`config.mk`:
```
export PLATFORM = sky130hd
export DESIGN_NAME = multiword_add_sequencer_flat
export DESIGN_NICKNAME = d
export VERILOG_FILES = /design/src/rtl/multiword_add_sequencer_if.sv /design/src/rtl/multiword_add_sequencer.sv /design/src/flat_wrapper.sv
export SDC_FILE = /design/constraint.sdc
export NUM_CORES = 1
export LEC_CHECK = 0
export ABC_AREA = 1
export BUFFER_PORTS_ARGS = -buffer_cell sky130_fd_sc_hd__buf_2
export CAP_MARGIN = 40
export CORE_AREA = 2 2 152 154
export CTS_CLUSTER_SIZE = 28
export DETAILED_ROUTE_END_ITERATION = 7
export DIE_AREA = 0 0 154 156
export PLACE_DENSITY = 0.78
export SLEW_MARGIN = 5
export SYNTH_ARGS = -nofsm -noshare
export SYNTH_HDL_FRONTEND = slang
export SYNTH_SLANG_ARGS = --single-unit
```
`constraint.sdc`:
```
create_clock -name Clk -period 2.2 [get_ports Clk]
set_clock_uncertainty 0.15 [all_clocks]
set_input_delay 0.33 -clock Clk [delete_from_list [all_inputs] [get_ports Clk]]
set_output_delay 0.33 -clock Clk [all_outputs]
set_load 0.01 [all_outputs]
```
`src/rtl/multiword_add_sequencer_if.sv`:
```
// Operand, result and shared-adder signals of the multi-word add/sub sequencer.
// slave  : sequencer side (takes operands, drives the adder inputs, returns the result).
// master : environment side (issues operands, supplies the adder, consumes the result).
interface multiword_add_sequencer_if #(
    parameter int WORDS = 4
);
    localparam int N = 16 * WORDS;

    // Operand request
    logic          in_valid;
    logic          in_ready;
    logic [N-1:0]  A;
    logic [N-1:0]  B;
    logic          sub;
    logic          cin;

    // Shared 16-bit adder (combinational, outside the sequencer)
    logic [15:0]   add_A;
    logic [15:0]   add_B;
    logic          add_cin;
    logic [15:0]   add_S;
    logic          add_cout;

    // Result
    logic [N-1:0]  S;
    logic          cout;
    logic          overflow;
    logic          out_valid;
    logic          out_ready;

    modport slave (
        input  in_valid, A, B, sub, cin,
        output in_ready,
        output add_A, add_B, add_cin,
        input  add_S, add_cout,
        output S, cout, overflow, out_valid,
        input  out_ready
    );

    modport master (
        output in_valid, A, B, sub, cin,
        input  in_ready,
        input  add_A, add_B, add_cin,
        output add_S, add_cout,
        input  S, cout, overflow, out_valid,
        output out_ready
    );
endinterface

```
`src/rtl/multiword_add_sequencer.sv`:
```
// Purpose: WORDS*16-bit add/subtract by stepping one shared 16-bit adder, LSB slice first.
// Latency: accept at edge k -> out_valid after edge k+WORDS; accepts spaced >= WORDS+2 cycles.
// Backpressure: result held in DONE until out_ready; in_ready only while IDLE.
//
// Ports:
//   Clk      - rising-edge clock
//   Reset_n  - asynchronous active-low reset, discards any in-flight operation
//   bus      - slave modport: operand request (in_valid/in_ready, A, B, sub, cin),
//              shared adder (add_A/add_B/add_cin out, add_S/add_cout in),
//              result (S, cout, overflow, out_valid/out_ready)
module multiword_add_sequencer #(
    parameter int WORDS = 4
) (
    input  logic                        Clk,
    input  logic                        Reset_n,
    multiword_add_sequencer_if.slave    bus
);
    localparam int IDXW = (WORDS > 1) ? $clog2(WORDS) : 1;
    localparam logic [IDXW-1:0] LAST_IDX = IDXW'(WORDS - 1);

    typedef enum logic [1:0] {
        IDLE = 2'd0,
        RUN  = 2'd1,
        DONE = 2'd2
    } state_t;

    state_t                  state;
    state_t                  state_nxt;

    logic [IDXW-1:0]         idx;
    logic                    carry;
    logic [WORDS-1:0][15:0]  a_reg;
    logic [WORDS-1:0][15:0]  b_reg;    // already inverted for subtraction
    logic [WORDS-1:0][15:0]  s_reg;
    logic                    cout_reg;
    logic                    ovf_reg;

    logic                    accept;
    logic                    last_slice;

    assign accept     = (state == IDLE) && bus.in_valid;
    assign last_slice = (idx == LAST_IDX);

    // Results come only from registers; nothing reaches S/cout/overflow straight from add_S.
    assign bus.S        = s_reg;
    assign bus.cout     = cout_reg;
    assign bus.overflow = ovf_reg;

    // ------------------------------------------------------------------
    // FSM state register
    // ------------------------------------------------------------------
    always_ff @(posedge Clk or negedge Reset_n) begin
        if (!Reset_n) begin
            state <= IDLE;
        end else begin
            state <= state_nxt;
        end
    end

    // ------------------------------------------------------------------
    // FSM next state and handshake / adder-port outputs
    // ------------------------------------------------------------------
    always_comb begin
        state_nxt     = state;
        bus.in_ready  = 1'b0;
        bus.out_valid = 1'b0;
        bus.add_A     = '0;
        bus.add_B     = '0;
        bus.add_cin   = 1'b0;

        case (state)
            IDLE: begin
                bus.in_ready = 1'b1;
                if (bus.in_valid) begin
                    state_nxt = RUN;
                end
            end
            RUN: begin
                bus.add_A   = a_reg[idx];
                bus.add_B   = b_reg[idx];
                bus.add_cin = carry;
                if (last_slice) begin
                    state_nxt = DONE;
                end
            end
            DONE: begin
                bus.out_valid = 1'b1;
                // Leaving DONE always passes through IDLE, so a new accept
                // can never coincide with the result handshake.
                if (bus.out_ready) begin
                    state_nxt = IDLE;
                end
            end
            default: begin
                state_nxt = IDLE;
            end
        endcase
    end

    // ------------------------------------------------------------------
    // Datapath: operand capture, per-slice sum/carry, final flags
    // ------------------------------------------------------------------
    always_ff @(posedge Clk or negedge Reset_n) begin
        if (!Reset_n) begin
            idx      <= '0;
            carry    <= 1'b0;
            a_reg    <= '0;
            b_reg    <= '0;
            s_reg    <= '0;
            cout_reg <= 1'b0;
            ovf_reg  <= 1'b0;
        end else begin
            if (accept) begin
                a_reg <= bus.A;
                // A - B - bin == A + ~B + (1 - bin): invert B once here and
                // fold the borrow into the initial carry.
                b_reg <= bus.sub ? ~bus.B : bus.B;
                carry <= bus.cin ^ bus.sub;
                idx   <= '0;
                s_reg <= '0;
            end else if (state == RUN) begin
                s_reg[idx] <= bus.add_S;
                carry      <= bus.add_cout;
                if (last_slice) begin
                    cout_reg <= bus.add_cout;
                    // Sign of the top slice sum versus the common sign of the
                    // (effective) operands gives the N-bit signed overflow.
                    ovf_reg  <= (a_reg[WORDS-1][15] == b_reg[WORDS-1][15]) &&
                                (bus.add_S[15] != a_reg[WORDS-1][15]);
                end else begin
                    idx <= idx + 1'b1;
                end
            end
        end
    end

endmodule

```
`src/flat_wrapper.sv`:
```
// flat-port wrapper written by rule: the top's interface ports become plain ports
module multiword_add_sequencer_flat 
#(
    parameter int WORDS = 4
)
  (Clk, Reset_n, bus_in_valid, bus_A, bus_B, bus_sub, bus_cin, bus_in_ready, bus_add_A, bus_add_B, bus_add_cin, bus_add_S, bus_add_cout, bus_S, bus_cout, bus_overflow, bus_out_valid, bus_out_ready);
  multiword_add_sequencer_if #(.WORDS(WORDS)) bus_i ();
  input  logic Clk;
  input  logic Reset_n;
  input wire logic [$bits(bus_i.in_valid)-1:0] bus_in_valid;
  input wire logic [$bits(bus_i.A)-1:0] bus_A;
  input wire logic [$bits(bus_i.B)-1:0] bus_B;
  input wire logic [$bits(bus_i.sub)-1:0] bus_sub;
  input wire logic [$bits(bus_i.cin)-1:0] bus_cin;
  output wire logic [$bits(bus_i.in_ready)-1:0] bus_in_ready;
  output wire logic [$bits(bus_i.add_A)-1:0] bus_add_A;
  output wire logic [$bits(bus_i.add_B)-1:0] bus_add_B;
  output wire logic [$bits(bus_i.add_cin)-1:0] bus_add_cin;
  input wire logic [$bits(bus_i.add_S)-1:0] bus_add_S;
  input wire logic [$bits(bus_i.add_cout)-1:0] bus_add_cout;
  output wire logic [$bits(bus_i.S)-1:0] bus_S;
  output wire logic [$bits(bus_i.cout)-1:0] bus_cout;
  output wire logic [$bits(bus_i.overflow)-1:0] bus_overflow;
  output wire logic [$bits(bus_i.out_valid)-1:0] bus_out_valid;
  input wire logic [$bits(bus_i.out_ready)-1:0] bus_out_ready;
  assign bus_i.in_valid = bus_in_valid;
  assign bus_i.A = bus_A;
  assign bus_i.B = bus_B;
  assign bus_i.sub = bus_sub;
  assign bus_i.cin = bus_cin;
  assign bus_in_ready = bus_i.in_ready;
  assign bus_add_A = bus_i.add_A;
  assign bus_add_B = bus_i.add_B;
  assign bus_add_cin = bus_i.add_cin;
  assign bus_i.add_S = bus_add_S;
  assign bus_i.add_cout = bus_add_cout;
  assign bus_S = bus_i.S;
  assign bus_cout = bus_i.cout;
  assign bus_overflow = bus_i.overflow;
  assign bus_out_valid = bus_i.out_valid;
  assign bus_i.out_ready = bus_out_ready;
  multiword_add_sequencer #(.WORDS(WORDS)) u_core (.Clk(Clk), .Reset_n(Reset_n), .bus(bus_i));
endmodule
```
==> flow_summary_export.csv <==
group,metric,value,unit
floorplanning,design.core.area,0.0224,mm^2
pwr,peakVddDrop,0.666,mV
setup_path,crit_arrival,1.80,ns
route,drtPass1Iterations,7,
setup_path,cp_cell_sequence,"buf_12 -> buf_16 -> nand2_1 -> nand3_1 -> a21oi_1 -> buf_2",
setup_path,cp_max_fo,18,
pwr,power_density,1370,mW/mm^2
setup_path,start_kind,"register",
synth,synth_cell_types,25,
route,wl,29400,um
placed_design,port_buffers,251,
synth,ys_ff_latch,199,
timing,finalCritPeriodShare,1.03,
timing,drv_slew,0,
global_routing,antenna_found_initial,2,
timing,max_slew_margin,0.525,
pwr,p_clk_frac,0.183,
placed_design,dp.cells,1697,
pwr,p_int,10300,uW
layout,fin_util,0.584,
timing,worstMarginPinSlew,0.713,ns
layout,fin_area,0.0131,mm^2
status,status,"complete, but fails checks",
clocking,htree_levels,4,
floorplanning,row_count,55,
synth,synthArstFlopShare,1.00,
synth,synth_area_leaders,"dfrtp_1 (51%), nand2_1 (16%), xnor2_1 (5.8%)",
timing,tns,-0.874,ns
status,violations,"negative setup slack",
placed_design,place_congestion,0.960,
synth,synth_commonest_cells,"nand2_1 (419), dfrtp_1 (199), inv_1 (103)",
global_routing,grt_pass1_vias,9140,
synth,synth_edf_count,0,
pwr,swShare,0.425,
timing,worst_slack,-0.0754,ns
synth,synth_mux_area_frac,0,
floorplanning,io_pins,252,
floorplanning,die_h,156,um
timing,fmax,439,MHz
clocking,cts_buffer_depth,2,
floorplanning,die_w,154,um
pwr,comb_power_share,0.479,
synth,synth_top_flop_cell,"dfrtp_1",
synth,synth_compound_area_frac,0.0769,
clocking,path_clk_slew,0.08,ns
floorplanning,dieArea,0.0240,mm^2
pwr,pwr-share-seq,0.339,
route,ant_nets,0,
pwr,p_sw,7620,uW
timing,setup_viol,29,
synth,synth_cells,1215,
synth,ys_seq_area_frac,0.514,
synth,syn_nets,1371,
timing,period_needed,2.28,ns
setup_path,critPathRequiredTime,1.72,ns
setup_path,cp_slowest_cell,"dfrtp_4",
layout,nets,1668,
setup_path,critPathMaxStageDelay,0.54,ns
timing,rsz0062_at_grt,"yes",
route,viasPerCell,5.09,
synth,synth_fa_ha_area_frac,0.00645,
synth,syn_area_per_cell,7.98,um^2
placed_design,placed_area,0.0112,mm^2
synth,yosysTopAreaCell,"dfrtp_1",
clocking,insertion_delay,0.43,ns
placed_design,dp_hpwl,18900,um
synth,synth.top_cell.area_share,0.514,
global_routing,grt_pass1_wl,46700,um
setup_path,critical_path.endpoint_type,"primary output",
route,num_vias,9211,
global_routing,grt_overflow,0,
synth,yosys.area_share.simple,0.259,
setup_path,path_class,"register to primary output",
synth,yosys_warnings,0,
route,wl_per_cell,16.2,um
layout,drive_above_1_share,0.266,
clocking,cts.sinks,199,
route,drt_iter0_markers,754,
min_path,holdCritPathClass,"primary input to register",
timing,fin_hold_ws,0.0210,ns
pwr,total_leakage_power,0.00684,uW
clocking,cts_tree,"built",
synth,synth_xor_area_frac,0.0578,
layout,layout.cells.non_filler,1810,
global_routing,grt_max_degree,83,
timing,hold_viol_final,0,
layout,fillers,1893,
global_routing,grt_use_total,0.246,
route,drc,0,
job,max-cap-violations,0,
synth,yosysMostFrequentCell,"nand2_1",
synth,synth_top_family_by_area,"simple AND/OR/NAND/NOR gates",
layout,area_growth,34.7,%
clocking,root_buffer,"clkbuf_16",
floorplanning,start_util,0.433,
synth,syn_area,0.00969,mm^2
clocking,cts_made_buffers,17,
final timing paths:
path	slack, ns	startpoint	cells past startpoint	to
worst max register to register	0.32	u_core.idx[0]	5	u_core.idx[1]
worst min-delay path	0.02	bus_B[29]	3	u_core.b_reg[29]
worst min register to register	0.32	u_core.bus.overflow	2	u_core.bus.overflow
worst max-delay path	-0.08	u_core.idx[0]	6	bus_add_A[6]
min in group asynchronous	0.29	Reset_n	2	u_core.bus.S[19]
max in group asynchronous	0.96	Reset_n	3	u_core.bus.S[52]
layout make-up:
class	count	area (um^2)	share of cell area
clock inverters	12	165	0.0126
well taps	285	357	0.0273
clock buffers	19	443	0.0339
repair buffers	357	2500	0.191
diodes	1	2.50	0.000192
multi-input cells	827	4190	0.321
inverters	110	419	0.0321
flip-flops and latches	199	4980	0.382
power by group through the flow:
stage          Sequential (uW)  Clock [uW]  Combinational [uW]
2_1_floorplan             6090           0                4670
3_3_place_gp              6010           0                7160
3_5_place_dp              6090           0                7320
4_1_cts                   6040        3340                8200
5_1_grt                   6240        3480                9480
6_report                  6070        3270                8580
timing repair:
item                                    CTS  global route
pin swaps                                13            13
hold endpoints to repair                126             0
endpoints found under the setup margin   32            32
hold buffers                             73             0
buffers inserted                          4             0
gates resized for setup                  57            38
gates cloned                              4             0
metal layers:
metal  up-vias  track usage  wire (um)
li1       4381            -          -
met2       386        0.422      14600
met4         2        0.110        964
met1      4366        0.303      11900
met3        76       0.0467       1860
met5         -            0         11
cell families after synthesis:
kind of cell,count (synthesis)
compound gates,148
xor+xnor,64
fa+ha+maj,5
buf+inv,189
flops,199
simple gates,610
cell usage in the layout (no fill, tap or decap), types with 26 or more instances in the layout:
master,synthesis,final
xnor2_1,64,64
o21ai_0,88,88
dlygate4sd3_1,0,73
a21oi_2,0,26
o21ai_1,26,26
nor2_1,67,67
buf_2,29,247
nand2_1,419,390
dfrtp_1,199,197
inv_1,103,101
nand3_1,99,81
critical path: cells and delay by family (launching register included):
| kind | cells | cell delay (ns) |
|---|---|---|
| compound gates | 1 | 0.15 |
| buf+inv | 3 | 0.49 |
| flops | 1 | 0.54 |
| simple gates | 2 | 0.17 |
metrics by stage:
stage	total power [uW]	setup WS, ns
6_report	17900	-0.0754
5_1_grt	19200	-0.167
4_1_cts	17600	-0.0613
3_5_place_dp	13400	0.307
3_3_place_gp	13200	0.333
2_1_floorplan	10800	0.300
Note: power is estimated with default switching activity, not from simulation.
